<file path="config.mk">
export PLATFORM = sky130hd
export DESIGN_NAME = fifo_word_packer_flat
export DESIGN_NICKNAME = d
export VERILOG_FILES = /design/src/rtl/fifo_word_packer_pkg.sv /design/src/rtl/fifo_word_packer_if.sv /design/src/rtl/fifo_word_packer_idle_timer.sv /design/src/rtl/fifo_word_packer.sv /design/src/flat_wrapper.sv
export SDC_FILE = /design/constraint.sdc
export NUM_CORES = 1
export LEC_CHECK = 0
export BUFFER_PORTS_ARGS = -buffer_cell sky130_fd_sc_hd__buf_2
export CAP_MARGIN = 20
export CORE_MARGIN = 2
export CORE_UTILIZATION = 45
export CTS_BUF_LIST = sky130_fd_sc_hd__clkbuf_4 sky130_fd_sc_hd__clkbuf_8
export DETAILED_ROUTE_END_ITERATION = 6
export PLACE_DENSITY = 0.74
export SYNTH_ARGS = -nofsm -noshare
export SYNTH_HDL_FRONTEND = slang
export SYNTH_SLANG_ARGS = --single-unit
</file>
<file path="constraint.sdc">
create_clock -name clk -period 2.05 [get_ports clk]
set_input_delay 0.1025 -clock clk [delete_from_list [all_inputs] [get_ports clk]]
set_output_delay 0.1025 -clock clk [all_outputs]
set_load 0.005 [all_outputs]
</file>
<file path="src/rtl/fifo_word_packer_pkg.sv">
// Shared types and width helpers for the fifo word packer.
//   packer_state_t : FILL collects narrow words, HOLD presents a packed beat.
//   cnt_width      : bits needed to hold a count in 0..n.
//   lane_width     : bits needed to index one of n lanes.
package packer_pkg;

  typedef enum logic {
    FILL = 1'b0,
    HOLD = 1'b1
  } packer_state_t;

  function automatic int cnt_width(input int n);
    return $clog2(n + 1);
  endfunction

  function automatic int lane_width(input int n);
    return (n < 2) ? 1 : $clog2(n);
  endfunction

endpackage

</file>
<file path="src/rtl/fifo_word_packer_if.sv">
// Bus bundle between a show-ahead fifo, the packer, and the wide consumer.
//   fifo_data/fifo_valid : fifo head word and non-empty flag
//   fifo_ren             : pop request back to the fifo
//   flush                : request emission of the current partial beat
//   out_data/out_keep/out_last/out_valid/out_ready : wide valid/ready beat
// modport slave  : the packer side
// modport master : the environment driving the fifo side and consuming beats
interface fifo_word_packer_if #(
  parameter int IN_W  = 8,
  parameter int RATIO = 4
);

  logic [IN_W-1:0]       fifo_data;
  logic                  fifo_valid;
  logic                  fifo_ren;
  logic                  flush;
  logic [IN_W*RATIO-1:0] out_data;
  logic [RATIO-1:0]      out_keep;
  logic                  out_last;
  logic                  out_valid;
  logic                  out_ready;

  modport slave (
    input  fifo_data, fifo_valid, flush, out_ready,
    output fifo_ren, out_data, out_keep, out_last, out_valid
  );

  modport master (
    output fifo_data, fifo_valid, flush, out_ready,
    input  fifo_ren, out_data, out_keep, out_last, out_valid
  );

endinterface

</file>
<file path="src/rtl/fifo_word_packer_idle_timer.sv">
// Idle counter for the packer auto-flush.
//   clk, rst_n : clock, asynchronous active-low reset
//   clr        : restart the count (any pop, or not collecting)
//   en         : one more idle cycle
//   expire     : single-cycle pulse on the TIMEOUT-th consecutive idle cycle
// Only instantiated when PACKER_TIMEOUT_EN is defined.
module packer_idle_timer
  import packer_pkg::*;
#(
  parameter int TIMEOUT = 16
) (
  input  logic clk,
  input  logic rst_n,
  input  logic clr,
  input  logic en,
  output logic expire
);

  localparam int TW = cnt_width(TIMEOUT);

  logic [TW-1:0] idle_q, idle_d;

  // Fires in the same cycle the TIMEOUT-th idle cycle is counted.
  assign expire = en & ~clr & (idle_q == TW'(TIMEOUT - 1));

  always_comb begin
    idle_d = idle_q;
    if (clr || expire) begin
      idle_d = '0;
    end else if (en) begin
      idle_d = idle_q + TW'(1);
    end
  end

  always_ff @(posedge clk or negedge rst_n) begin
    if (!rst_n) begin
      idle_q <= '0;
    end else begin
      idle_q <= idle_d;
    end
  end

endmodule

</file>
<file path="src/rtl/fifo_word_packer.sv">
// Drain stage behind a show-ahead fifo: pops IN_W-bit words and packs RATIO
// of them into one wide beat on a valid/ready interface. Partial beats leave
// on flush (and, with PACKER_TIMEOUT_EN defined, on an idle timeout) with
// out_last=1 and a lane keep mask.
// Ports:
//   clk, rst_n : clock, asynchronous active-low reset
//   bus        : fifo_word_packer_if.slave (fifo head/pop, flush, wide beat)
// Config macro: PACKER_TIMEOUT_EN enables the idle auto-flush timer.
module fifo_word_packer
  import packer_pkg::*;
#(
  parameter int IN_W    = 8,
  parameter int RATIO   = 4,
  parameter int TIMEOUT = 16
) (
  input  logic              clk,
  input  logic              rst_n,
  fifo_word_packer_if.slave bus
);

  localparam int CNT_W = cnt_width(RATIO);
  localparam int OUT_W = IN_W * RATIO;

  if (RATIO < 2 || TIMEOUT < 1) begin : g_param_check
    $error("fifo_word_packer: RATIO must be >= 2 and TIMEOUT >= 1");
  end

  packer_state_t    state_q, state_d;
  logic [CNT_W-1:0] cnt_q, cnt_d;
  logic [CNT_W-1:0] cnt_inc;
  logic [OUT_W-1:0] data_q, data_d;
  logic [RATIO-1:0] keep_q, keep_d;
  logic             last_q, last_d;
  logic             flush_pend_q, flush_pend_d;
  logic             pop;
  logic             expire;
  logic             flush_req;
  logic             take;

  // Gated with rst_n so the fifo is never popped while held in reset.
  assign pop          = rst_n & bus.fifo_valid & ((state_q == FILL) | bus.out_ready);
  assign bus.fifo_ren = pop;

`ifdef PACKER_TIMEOUT_EN
  logic idle_en;
  logic idle_clr;

  assign idle_en  = (state_q == FILL) & (cnt_q != '0) & ~pop;
  assign idle_clr = pop | (state_q != FILL);

  packer_idle_timer #(
    .TIMEOUT(TIMEOUT)
  ) u_idle_timer (
    .clk   (clk),
    .rst_n (rst_n),
    .clr   (idle_clr),
    .en    (idle_en),
    .expire(expire)
  );
`else
  assign expire = 1'b0;
`endif

  assign cnt_inc = cnt_q + CNT_W'(1);

  always_comb begin
    state_d      = state_q;
    cnt_d        = cnt_q;
    data_d       = data_q;
    keep_d       = keep_q;
    last_d       = last_q;
    flush_pend_d = flush_pend_q;
    flush_req    = bus.flush | flush_pend_q | expire;
    take         = 1'b0;

    case (state_q)
      FILL: begin
        // A pending flush is consumed here whether or not it closes a beat.
        flush_pend_d = 1'b0;
        take         = flush_req & ((cnt_q != '0) | pop);
        if (pop) begin
          for (int unsigned k = 0; k < RATIO; k++) begin
            if (cnt_q == CNT_W'(k)) begin
              data_d[k*IN_W +: IN_W] = bus.fifo_data;
              keep_d[k]              = 1'b1;
            end
          end
          cnt_d = cnt_inc;
        end
        if ((pop && (cnt_inc == CNT_W'(RATIO))) || take) begin
          state_d = HOLD;
          last_d  = take;
        end
      end

      HOLD: begin
        if (bus.flush) begin
          flush_pend_d = 1'b1;
        end
        if (bus.out_ready) begin
          // Accept and restart; unused lanes are zeroed so partial beats read 0.
          state_d = FILL;
          data_d  = '0;
          keep_d  = '0;
          last_d  = 1'b0;
          cnt_d   = '0;
          if (pop) begin
            data_d[IN_W-1:0] = bus.fifo_data;
            keep_d[0]        = 1'b1;
            cnt_d            = CNT_W'(1);
          end
        end
      end

      default: ;
    endcase
  end

  always_ff @(posedge clk or negedge rst_n) begin
    if (!rst_n) begin
      state_q      <= FILL;
      cnt_q        <= '0;
      data_q       <= '0;
      keep_q       <= '0;
      last_q       <= 1'b0;
      flush_pend_q <= 1'b0;
    end else begin
      state_q      <= state_d;
      cnt_q        <= cnt_d;
      data_q       <= data_d;
      keep_q       <= keep_d;
      last_q       <= last_d;
      flush_pend_q <= flush_pend_d;
    end
  end

  assign bus.out_data  = data_q;
  assign bus.out_keep  = keep_q;
  assign bus.out_last  = last_q;
  assign bus.out_valid = (state_q == HOLD);

endmodule

</file>
<file path="src/flat_wrapper.sv">
// flat-port wrapper written by rule: the top's interface ports become plain ports
module fifo_word_packer_flat import packer_pkg::*;
#(
  parameter int IN_W    = 8,
  parameter int RATIO   = 4,
  parameter int TIMEOUT = 16
)
  (clk, rst_n, bus_fifo_data, bus_fifo_valid, bus_flush, bus_out_ready, bus_fifo_ren, bus_out_data, bus_out_keep, bus_out_last, bus_out_valid);
  fifo_word_packer_if #(.IN_W(IN_W), .RATIO(RATIO)) bus_i ();
  input  logic clk;
  input  logic rst_n;
  input wire logic [$bits(bus_i.fifo_data)-1:0] bus_fifo_data;
  input wire logic [$bits(bus_i.fifo_valid)-1:0] bus_fifo_valid;
  input wire logic [$bits(bus_i.flush)-1:0] bus_flush;
  input wire logic [$bits(bus_i.out_ready)-1:0] bus_out_ready;
  output wire logic [$bits(bus_i.fifo_ren)-1:0] bus_fifo_ren;
  output wire logic [$bits(bus_i.out_data)-1:0] bus_out_data;
  output wire logic [$bits(bus_i.out_keep)-1:0] bus_out_keep;
  output wire logic [$bits(bus_i.out_last)-1:0] bus_out_last;
  output wire logic [$bits(bus_i.out_valid)-1:0] bus_out_valid;
  assign bus_i.fifo_data = bus_fifo_data;
  assign bus_i.fifo_valid = bus_fifo_valid;
  assign bus_i.flush = bus_flush;
  assign bus_i.out_ready = bus_out_ready;
  assign bus_fifo_ren = bus_i.fifo_ren;
  assign bus_out_data = bus_i.out_data;
  assign bus_out_keep = bus_i.out_keep;
  assign bus_out_last = bus_i.out_last;
  assign bus_out_valid = bus_i.out_valid;
  fifo_word_packer #(.IN_W(IN_W), .RATIO(RATIO), .TIMEOUT(TIMEOUT)) u_core (.clk(clk), .rst_n(rst_n), .bus(bus_i));
endmodule
</file>
==> flow_metrics.tcl <==
set metrics [dict create \
    status "completed" \
    r2r-end "u_core.bus.out_data[0]$_DFFE_PN0P_" \
    syn_to_final_growth_pct 21.17 \
    die_w_um 69.44 \
    io_buffers 51 \
    setup_viol 0 \
    p_total_mw 2.853 \
    min_delay_worst_endpoint "u_core.flush_pend_q$_DFFE_PN0P_" \
    ys_async_sr_fraction_pct 100.0 \
    critPathMaxFanout 9 \
    ioPinCount 52 \
    hold_path_class "in -> reg" \
    synth-simple-area-share_pct 14.61 \
    fin_crit_ns 1.741 \
    synth_xor_xnor_area_share_pct 0 \
    setup-tns-final_ns 0 \
    vias 1530 \
    final_common_cell "buf_2" \
    synth.net_count 198 \
    rows 23 \
    gp_congestion 0.7629 \
    rr_worst_depth 5 \
    grt_pass1_wl_um 7479 \
    fmax_ghz 0.5744 \
    grt_setup_unrepaired "no" \
    antenna_found_initial 0 \
    worst_slew_pin_slew_ns 0.3825 \
    wirelength_um 4365 \
    post-cts-setup-buffer-count 0 \
    num_antenna_cells 0 \
    fp.coreArea_mm2 0.004058 \
    drc_errors 0 \
    cts_resized 0 \
    ys.flop_type "dfrtp_1" \
    cp-end-kind "register" \
    synth-edff-count 0 \
    syn_inst 179 \
    critical_path_arrival_ns 1.97 \
    grt_max_degree 28 \
    drive_above_1_share_pct 31.49 \
    ir_worst_vdd_v 0.0006110 \
    maxCapViolCount 0 \
    multi_input_area_um2 778.2 \
    grtUsageTotal_pct 19.63 \
    cts_tree "yes" \
    powerDensity_mw_per_mm2 1222 \
    p_leak_nw 1.264 \
    whs_ns 0.03844 \
    avgViaCountPerCell 5.368 \
    synth_fa_ha_area_share_pct 3.896 \
    layout_worst_path_cycle_share_pct 84.92 \
    yosysSeqAreaShare_pct 54.55 \
    firstDrtPassIters 4 \
    die_y_um 69.44 \
    h-tree-depth 2 \
    clk_path_buf_depth 2 \
    grt-ovfl-total 0 \
    cts.clk_slew.worst_paths_ns 0.08 \
    synth_top_family_by_area "compound AO/OA/AOI/OAI gates" \
    cts-root-buf "clkbuf_8" \
    critPathLaunchType "register" \
    critPathKind "reg -> reg" \
    post-dp-hpwl_um 3133 \
    rrSetupSlack_ns 0.31 \
    clock-skew-final_ns 0.003983 \
    start_util_pct 47.49 \
    synth_compound_area_share_pct 16.69 \
    ant_nets 0 \
    fill_cells 374 \
    hold_viol 0 \
    final_cell_mix "buf_2 (51), dfrtp_1 (42), nand2_1 (25), o21ai_0 (18), nand3_1 (15)" \
    timing_max_transition_violations_final 0 \
    ys_ff_latch 42 \
    drt_first_iter_violations 116 \
    synth_mux_area_share_pct 5.195 \
    avgRoutedWirePerCell_um 15.32 \
    hold_depth 2 \
    yosys_warnings 0 \
    synth_cell_types 37 \
    cts.sinks 42 \
    insertion_delay_ns 0.29 \
    synth_area_mm2 0.001927 \
    final_util_pct 57.54 \
    cts_buffers 5 \
    dieArea_mm2 0.004821 \
    seqCellArea_mm2 0.001051 \
    relSlewSlack_pct 74.50 \
    required_ns 2.28 \
    avgSynthCellArea_um2 10.76 \
    regToRegStartpoint "u_core.cnt_q[0]$_DFFE_PN0P_" \
    hold_start "bus_flush" \
    fin_nets 253 \
    grt_pass1_vias 1451 \
]
==> worst max path at each step <==
stage	start	to	slack (ns)	cells past startpoint
floorplan	u_core.cnt_q[0]$_DFFE_PN0P_	u_core.bus.out_data[0]$_DFFE_PN0P_	0.50	5
global placement	u_core.cnt_q[0]$_DFFE_PN0P_	u_core.bus.out_data[3]$_DFFE_PN0P_	0.41	5
detailed placement	u_core.cnt_q[0]$_DFFE_PN0P_	u_core.bus.out_data[0]$_DFFE_PN0P_	0.33	5
CTS	u_core.cnt_q[0]$_DFFE_PN0P_	u_core.bus.out_data[0]$_DFFE_PN0P_	0.31	5
global route	u_core.cnt_q[0]$_DFFE_PN0P_	u_core.bus.out_data[2]$_DFFE_PN0P_	0.22	5
finish	u_core.cnt_q[0]$_DFFE_PN0P_	u_core.bus.out_data[0]$_DFFE_PN0P_	0.31	5
==> worst max-delay path, stage by stage (launching register included) <==
cell and delay (ns):
dfrtp_1 0.46, inv_1 0.13, ha_1 0.21, or3b_1 0.41, a21oi_4 0.29, a22o_1 0.18
==> repair_timing <==
action,CTS,global route
hold endpoints to repair,16,0
endpoints found under the setup margin,0,0
hold buffers,1,0
==> report_power, final <==
| part | switching [mW] | total, mW | internal (mW) |
|---|---|---|---|
| Combinational | 0.526 | 1.01 | 0.484 |
| Sequential | 0.194 | 1.29 | 1.09 |
| Clock | 0.271 | 0.556 | 0.285 |
==> cells by family (layout without fill, tap and decap cells) <==
| group | count (synthesis) | count (layout) |
|---|---|---|
| fa+ha+maj | 6 | 6 |
| compound gates | 49 | 49 |
| mux | 10 | 10 |
| buf+inv | 18 | 74 |
| flops | 42 | 42 |
| simple gates | 54 | 54 |
==> layer usage <==
| layer | vias up | share of wire, % | global-route usage [%] |
|---|---|---|---|
| li1 | 736 | - | - |
| met5 | - | 0 | 0 |
| met3 | 4 | 5.5 | 4.651 |
| met2 | 50 | 47 | 28.53 |
| met4 | 0 | 1.3 | 6.754 |
| met1 | 740 | 46 | 28.76 |
==> state kept, by name, indices dropped and copies added (netlist names) <==
signal	cells
u_core.bus.out_data	32
u_core.bus.out_keep	4
u_core.cnt_q	3
u_core.bus.out_last	1
u_core.bus.out_valid	1
u_core.flush_pend_q	1
==> metrics by stage <==
step | worst slack (ns) | cell area, µm² | instances
2_1_floorplan | 0.4953 | 1927 | 179
3_3_place_gp | 0.4139 | 2230 | 276
3_5_place_dp | 0.3285 | 2230 | 276
4_1_cts | 0.3105 | 2335 | 285
5_1_grt | 0.2245 | 2335 | 285
6_report | 0.3091 | 2335 | 285
==> cell type report <==
type                            instances  area share, %
Sequential cell                        42          45.02
Multi-Input combinational cell        119          33.33
Timing Repair Buffer                   60          13.93
Clock buffer                            7          3.859
Tap cell                               50          2.680
Inverter                                6         0.9646
Clock inverter                          1         0.2144
==> Yosys cell counts (2+ instances only) <==
cell      instances  area share, %
o21ai_1           8            2.1
buf_6             3            1.8
nor2_1            2           0.39
nand2_1          25            4.9
and2_1            2           0.65
o21ai_0          18            4.7
inv_1             6            1.2
a22o_1            9            4.1
clkbuf_1          5           0.97
a21o_1            2           0.78
buf_2             3           0.78
mux2i_1          10            5.2
nand3_1          15            3.9
dfrtp_1          42             55
o22ai_1           2           0.65
ha_1              6            3.9
No activity file was read; power rests on OpenSTA's default activity.
